### src/rtl/nes_bus_pkg.sv
// Shared CPU-bus constants for the NES-style bus blocks.
// Register addresses, bus direction and the sprite-DMA state encoding.
package nes_bus_pkg;

  localparam logic [15:0] REG_OAMDMA  = 16'h4014;
  localparam logic [15:0] REG_OAMDATA = 16'h2004;

  localparam logic BUS_READ  = 1'b1;
  localparam logic BUS_WRITE = 1'b0;

  localparam logic [2:0] S_IDLE  = 3'd0;
  localparam logic [2:0] S_HALT  = 3'd1;
  localparam logic [2:0] S_ALIGN = 3'd2;
  localparam logic [2:0] S_READ  = 3'd3;
  localparam logic [2:0] S_WRITE = 3'd4;
  localparam logic [2:0] S_DONE  = 3'd5;

endpackage

### src/rtl/oam_dma.sv
// Sprite DMA: snoops $4014 writes, stalls the CPU and copies one
// page into OAMDATA as alternating read/write bus cycles.
module oam_dma
  import nes_bus_pkg::*;
#(
  parameter logic [15:0] DMA_REG_ADDR  = REG_OAMDMA,
  parameter logic [15:0] OAM_DATA_ADDR = REG_OAMDATA,
  parameter int          XFER_LEN      = 256
) (
  input  logic        clk_ph1,
  input  logic        rst,
  input  logic [15:0] cpu_addr,
  input  logic [7:0]  cpu_data_out,
  input  logic        cpu_r_nw,
  input  logic [7:0]  bus_data_in,
  output logic        rdy,
  output logic        dma_active,
  output logic [15:0] dma_addr,
  output logic [7:0]  dma_data_out,
  output logic        dma_r_nw,
  output logic [8:0]  busy_cnt_dbg
);

  localparam logic [7:0] LAST_IDX = 8'(XFER_LEN - 1);
  localparam logic [8:0] LEN9     = 9'(XFER_LEN);

  logic [2:0]  r_state;
  logic        r_cyc_odd;
  logic [7:0]  r_page;
  logic [7:0]  r_idx;
  logic        r_rdy;
  logic        r_active;
  logic [15:0] r_addr;
  logic [7:0]  r_data;
  logic        r_r_nw;
  logic [8:0]  r_cnt;

  logic        w_trig;
  logic [7:0]  w_idx_nxt;

  assign w_trig    = (cpu_addr == DMA_REG_ADDR) &&
                     (cpu_r_nw == BUS_WRITE);
  assign w_idx_nxt = r_idx + 8'd1;

  always_ff @(posedge clk_ph1 or posedge rst) begin
    if (rst) begin
      r_state   <= S_IDLE;
      r_cyc_odd <= 1'b0;
      r_page    <= 8'h00;
      r_idx     <= 8'h00;
      r_rdy     <= 1'b1;
      r_active  <= 1'b0;
      r_addr    <= 16'h0000;
      r_data    <= 8'h00;
      r_r_nw    <= BUS_READ;
      r_cnt     <= 9'd0;
    end else begin
      r_cyc_odd <= ~r_cyc_odd;
      case (r_state)
        S_IDLE: begin
          if (w_trig) begin
            r_state  <= S_HALT;
            r_page   <= cpu_data_out;
            r_idx    <= 8'h00;
            r_rdy    <= 1'b0;
            r_active <= 1'b1;
            r_r_nw   <= BUS_READ;
            r_addr   <= cpu_addr;
            r_cnt    <= LEN9;
          end
        end
        S_HALT: begin
          // next cycle would be odd: burn one more so READs land even
          if (!r_cyc_odd) begin
            r_state <= S_ALIGN;
          end else begin
            r_state <= S_READ;
            r_addr  <= {r_page, r_idx};
          end
        end
        S_ALIGN: begin
          r_state <= S_READ;
          r_addr  <= {r_page, r_idx};
        end
        S_READ: begin
          r_state <= S_WRITE;
          r_data  <= bus_data_in;
          r_addr  <= OAM_DATA_ADDR;
          r_r_nw  <= BUS_WRITE;
        end
        S_WRITE: begin
          r_idx  <= w_idx_nxt;
          r_r_nw <= BUS_READ;
          if (r_idx == LAST_IDX) begin
            r_state  <= S_DONE;
            r_active <= 1'b0;
            r_rdy    <= 1'b1;
            r_addr   <= 16'h0000;
            r_cnt    <= 9'd0;
          end else begin
            r_state <= S_READ;
            r_addr  <= {r_page, w_idx_nxt};
            r_cnt   <= LEN9 - {1'b0, w_idx_nxt};
          end
        end
        S_DONE: begin
          r_state <= S_IDLE;
        end
        default: begin
          r_state  <= S_IDLE;
          r_rdy    <= 1'b1;
          r_active <= 1'b0;
          r_r_nw   <= BUS_READ;
          r_cnt    <= 9'd0;
        end
      endcase
    end
  end

  assign rdy          = r_rdy;
  assign dma_active   = r_active;
  assign dma_addr     = r_addr;
  assign dma_data_out = r_data;
  assign dma_r_nw     = r_r_nw;
  assign busy_cnt_dbg = r_cnt;

endmodule

### config.mk
export PLATFORM = sky130hd
export DESIGN_NAME = oam_dma
export DESIGN_NICKNAME = d
export VERILOG_FILES = /design/src/rtl/nes_bus_pkg.sv /design/src/rtl/oam_dma.sv
export SDC_FILE = /design/constraint.sdc
export NUM_CORES = 1
export LEC_CHECK = 0
export BUFFER_PORTS_ARGS = -buffer_cell sky130_fd_sc_hd__buf_2
export CAP_MARGIN = 25
export CORE_MARGIN = 3
export CORE_UTILIZATION = 45
export DETAILED_ROUTE_END_ITERATION = 10
export PLACE_DENSITY = 0.68
export SYNTH_ARGS = -nofsm -noshare
export SYNTH_HDL_FRONTEND = slang
export SYNTH_SLANG_ARGS = --single-unit
### constraint.sdc
create_clock -name clk_ph1 -period 3.5 [get_ports clk_ph1]
set_input_delay 0.35 -clock clk_ph1 [delete_from_list [all_inputs] [get_ports clk_ph1]]
set_output_delay 0.35 -clock clk_ph1 [all_outputs]
set_load 0.1 [all_outputs]
==> out/results.tsv, run 1 <==
metric	value	unit
CTS root buf	clkbuf_8	
cells on worst reg2reg path	6	
Setup Total Neg Slack	0	ns
# port buffers	70	
fmax	373	MHz
XOR/XNOR share of the synthesized area	2.50	%
Power Dens Cells	306	nW/um2
Setup Skew	0.00449	ns
Yosys Warn Count	0	
CP Class	flop to flop	
ys async rst share	100	%
max-cap violations	0	
DRC violations left	0	
synthesized cell area	3150	um2
Final Setup Violations	0	
Setup WS pre-CTS	0.842	ns
Final Hold Vio Count	0	
critical-path maximum fanout	14	
VDD IR-drop max	0.000183	V
sequential area share after synthesis	44.6	%
cell count after synthesis	342	
syn nets	379	
largest net degree at the start of global routing	41	
H-tree depth	2	
gpl congestion	0.851	
Distinct cells, synth	60	
commonest cells after routing, fill and taps aside	nand2_1 (72), buf_2 (70), dfrtp_1 (54)	
crit path DAT	2.89	ns
main combinational cell family by area after synthesis	simple AND/OR/NAND/NOR gates	
DR WL/cell	14.8	um
initial drt markers	112	
placed instance area	3520	um2
post-synthesis mux area share	7.48	%
DRT Pass-1 Iters	4	
Vias per Instance	5.36	
Post-DP HPWL	5.27	mm
sequential share of power	59.1	%
Comb power frac	7.7	%
clock tree buffer depth	2	
Mapped Avg Cell Area	9.20	um2
Slew HR	32.7	%
row count	29	
die area	8030	um2
Routed WL	7.28	mm
CTS Buf Count	5	
Top Ports	71	
area leader, netlist	dfrtp_1	
Layout Nets	436	
Lkg Pwr	1.78	nW
Final min period	2.68	ns
Hold/Removal Path Class	primary input to asynchronous set/reset pin	
ys flop type	dfrtp_1	
vias in the first global route	2462	
Die H	89.6	um
RSZ-0062 raised after global routing	no	
CP Data Required Time	3.71	ns
Critical Path End Type	flop	
status	finished, final reports clean	
Starting Density	47.9	%
clock latency at the later pin of the worst-skew pair	0.31	ns
Synth-to-Final Area Change	14.8	%
Final WS setup	0.818	ns
initial antenna violation count	0	
post-CTS setup buffer count	0	
Max Slew Vio Count	0	
Core ar.	6570	um2
most common cell after layout, fill and taps aside	nand2_1	
Synth Register Bits	56	
Post-synth EDFFs	0	
crit path launch type	flop	
reg-to-reg slack, setup	0.82	ns
die width	89.6	um
Clock Power Share	33.2	%
Synth Area in Simple Gates	21.4	%
Slew @ Worst Pin	1.01	ns
ANT cells	0	
final worst-path cycle share	76.6	%
grt ovf	0	
CTS tree	done	
Yosys top cell area share	42.9	%
vias after detailed routing	2643	
cts repair resizes	0	
gr usage total	18.9	%
clk slew on worst S/H paths	0.10	ns
Synth Area in Adders	0.795	%
Synth Area in Compound Gates	17.6	%
share of cells above drive strength 1	26.8	%
Routed Antenna Nets	0	
hold-fix buffers at CTS	0	
CTS sink cnt	56	
Int Power	0.000818	W
design area	3610	um2
Sw Ratio	26.1	%
synth top area cells	dfrtp_1 (43%), nand2_1 (8.6%), mux2i_1 (3.2%), mux2_2 (2.9%), o21ai_0 (2.7%)	
Net Switching	0.000288	W
first-pass GRT wire length	11.8	mm
==> path summary, 6_finish.rpt <==
check                                     startpoint                           to
max in group asynchronous                        rst              rdy$_DFFE_PP1P_
worst min register to register   r_cyc_odd$_DFF_PP0_          r_cyc_odd$_DFF_PP0_
min in group clk_ph1                  bus_data_in[0]  dma_data_out[0]$_DFFE_PP0P_
worst max register to register  r_idx[0]$_DFFE_PP0P_     dma_addr[14]$_DFFE_PP0P_
worst min-delay path                             rst  dma_data_out[4]$_DFFE_PP0P_
worst max-delay path            r_idx[0]$_DFFE_PP0P_     dma_addr[14]$_DFFE_PP0P_
==> Yosys cell counts, drive strengths merged, types with 4 or more instances <==
library cell	number
nand2	73
mux2	12
and2	4
nand3	9
a21o	4
a21oi	12
or2	4
dfrtp	54
nor3	5
or3	6
xnor2	5
nor2	17
nor2b	5
a22o	9
clkbuf	9
mux2i	10
xor2	4
nand2b	4
o211ai	5
o21ai	17
o31ai	8
inv	14
buf	15
==> critical path: stages (launching register included) <==
cell	delay [ns]
dfrtp_1	0.63
ha_1	0.47
nand3_4	0.16
o31ai_2	0.58
nand2_2	0.24
a22o_1	0.24
mux2_2	0.25
==> through the flow <==
step	instances	hold WS (ns)	utilization [%]	power, W
floorplan	342	0.409	-	0.000721
global placement	485	0.427	53.6	0.000752
detailed placement	485	0.439	53.6	0.000753
CTS	493	0.211	55.0	0.00112
global route	493	0.215	55.0	0.00115
finish	493	0.208	55.0	0.00111
==> area by class of cell <==
class / count / area, um2
Sequential cell: 56 / 1400
Inverter: 14 / 52.6
Fill cell: 624 / 2960
Timing Repair Buffer: 74 / 380
Clock inverter: 3 / 22.5
Tap cell: 93 / 116
Clock buffer: 5 / 68.8
Multi-Input combinational cell: 248 / 1570
==> per-layer routing <==
metal	vias up	global-route usage (%)	part of all wire [%]
li1	1307	-	-
met3	9	2.92	6.2
met4	0	4.47	1.1
met1	1247	27.0	47
met2	80	30.4	46
met5	-	0	0
==> flip-flops by register name (all words and copies together), names as in the netlist <==
signal,cells
dma_data_out,8
r_page,8
r_idx,8
rdy,1
dma_r_nw,1
busy_cnt_dbg,9
dma_addr,16
dma_active,1
r_cyc_odd,1
r_state,3
==> power groups by stage <==
stage          registers [W]  logic (W)  clock network [W]
6_report            0.000653  0.0000856           0.000367
5_1_grt             0.000654  0.0000937           0.000404
4_1_cts             0.000653  0.0000873           0.000382
3_5_place_dp        0.000666  0.0000872                  0
3_3_place_gp        0.000666  0.0000861                  0
2_1_floorplan       0.000701  0.0000197                  0
==> kinds of logic (layout without fill, tap and decap cells) <==
family / after synthesis / count (layout)
and+or+nand+nor: 139 / 139
AOI/OAI and AO/OA: 76 / 76
DFF: 56 / 56
buffers and inverters: 38 / 96
muxes: 22 / 22
xor gates and xnor gates: 9 / 9
adders and majority gates: 2 / 2
No activity file was read; power rests on OpenSTA's default activity.
==> run 2: changes to the inputs <==
- clock period: 3.5 -> 2.65 ns (I/O delays scaled with it)
==> out/results.tsv, run 2 (synthesized netlist as in run 1, its figures left out) <==
metric	value	unit
Sw Ratio	24.5	%
Slew @ Worst Pin	0.698	ns
crit path launch type	flop	
gr usage total	20.2	%
Max Slew Vio Count	0	
CP endpoint	dma_addr[5]$_DFFE_PP0P_	
commonest cells after routing, fill and taps aside	nand2_1 (72), buf_2 (70), dfrtp_1 (54)	
Top Ports	71	
gpl congestion	0.884	
max FFs per register	16	
sequential share of power	55.4	%
CTS root buf	clkbuf_8	
CP max stage cell	or3_4	
fmax	461	MHz
cts repair resizes	0	
Synth-to-Final Area Change	18.3	%
Die H	89.6	um
DRT Pass-1 Iters	4	
Vias per Instance	5.29	
Final Hold Vio Count	0	
Routed WL	7.58	mm
Clock Power Share	37.3	%
DR WL/cell	15.0	um
vias after detailed routing	2670	
initial antenna violation count	0	
grt ovf	0	
max-cap violations	0	
worst-path cell chain	ha_1 -> nand3_4 -> or3_4 -> and2_1 -> o2bb2ai_2 -> mux2_2	
Starting Density	47.9	%
H-tree depth	2	
CTS Buf Count	5	
Critical Path Stages	6	
Final min period	2.17	ns
RSZ-0062 raised after global routing	no	
Critical Path End Type	flop	
Layout Nets	448	
Int Power	0.00118	W
hold-fix buffers at CTS	0	
CP bufs+invs	0	
post-CTS setup buffer count	0	
CTS tree	done	
Setup Total Neg Slack	0	ns
origin of the worst setup path	r_idx[0]$_DFFE_PP0P_	
Post-DP HPWL	5.59	mm
CP Class	flop to flop	
Hold/Removal Path Class	primary input to asynchronous set/reset pin	
status	finished, final reports clean	
Power Dens Cells	419	nW/um2
Slew HR	53.5	%
# port buffers	70	
cells on worst reg2reg path	6	
clock tree buffer depth	2	
Final Setup Violations	0	
reg-to-reg slack, setup	0.48	ns
Routed Antenna Nets	0	
final worst-path cycle share	81.9	%
Setup Skew	0.00618	ns
initial drt markers	194	
CP Data Required Time	2.87	ns
Top Family by Delay on Critical Path	simple AND/OR/NAND/NOR gates	
DRC violations left	0	
ANT cells	0	
FF-to-FF End	dma_addr[5]$_DFFE_PP0P_	
clk slew on worst S/H paths	0.10	ns
crit-path max cell delay	0.43	ns
clock latency at the later pin of the worst-skew pair	0.32	ns
Core ar.	6570	um2
VDD IR-drop max	0.000241	V
Lkg Pwr	1.85	nW
row count	29	
worst flop-to-flop path startpoint	r_idx[0]$_DFFE_PP0P_	
first-pass GRT wire length	12.5	mm
die area	8030	um2
share of cells above drive strength 1	28.6	%
most common cell after layout, fill and taps aside	nand2_1	
final core utilization	56.7	%
Comb power frac	7.3	%
Net Switching	0.000382	W
vias in the first global route	2538	
crit path DAT	2.39	ns
die width	89.6	um
critical-path maximum fanout	10	
CTS sink cnt	56	
largest net degree at the start of global routing	57	
run 2: final cells by class:
cell class / count / area (um2)
Clock inverter: 2 / 38.8
Tap cell: 93 / 116
Inverter: 14 / 52.6
Timing Repair Buffer: 86 / 470
Fill cell: 621 / 2850
Clock buffer: 6 / 72.6
Sequential cell: 56 / 1400
Multi-Input combinational cell: 248 / 1570
run 2: routing by layer:
| metal | global-route usage (%) | routed length (um) | vias up |
|---|---|---|---|
| li1 | - | - | 1328 |
| met1 | 28.2 | 3390 | 1249 |
| met2 | 32.6 | 3590 | 80 |
| met3 | 3.47 | 482 | 13 |
| met4 | 5.41 | 114 | 0 |
| met5 | 0 | 0 | - |
run 2: worst min-delay path: stages:
cell,delay [ns]
buf_2,0.10
inv_2,0.03
buf_4,0.56
run 2: worst min path at each step:
stage,cells past startpoint,endpoint,slack (ns),start
global route,3,dma_data_out[5]$_DFFE_PP0P_,0.13,bus_data_in[5]
finish,3,r_page[0]$_DFFE_PP0P_,0.13,rst
global placement,1,r_cyc_odd$_DFF_PP0_,0.43,r_cyc_odd$_DFF_PP0_
detailed placement,1,r_cyc_odd$_DFF_PP0_,0.42,r_cyc_odd$_DFF_PP0_
floorplan,2,dma_data_out[0]$_DFFE_PP0P_,0.37,bus_data_in[0]
CTS,3,dma_data_out[0]$_DFFE_PP0P_,0.13,bus_data_in[0]
run 2: metrics by stage:
step / hold slack (ns) / power, W / setup WS [ns] / area, um2 / instances
3_5_place_dp: 0.421 / 0.000995 / 0.475 / 3610 / 497
4_1_cts: 0.126 / 0.00157 / 0.458 / 3720 / 505
3_3_place_gp: 0.426 / 0.000993 / 0.505 / 3610 / 497
2_1_floorplan: 0.370 / 0.000952 / 0.697 / 3150 / 342
5_1_grt: 0.131 / 0.00161 / 0.228 / 3720 / 505
6_report: 0.127 / 0.00156 / 0.480 / 3720 / 505
run 2: power groups by stage:
stage	clock, W	combinational (W)	sequential (W)
finish	0.000582	0.000114	0.000863
global route	0.000626	0.000125	0.000864
CTS	0.000592	0.000116	0.000863
detailed placement	0	0.000115	0.000880
global placement	0	0.000114	0.000880
floorplan	0	0.0000260	0.000926
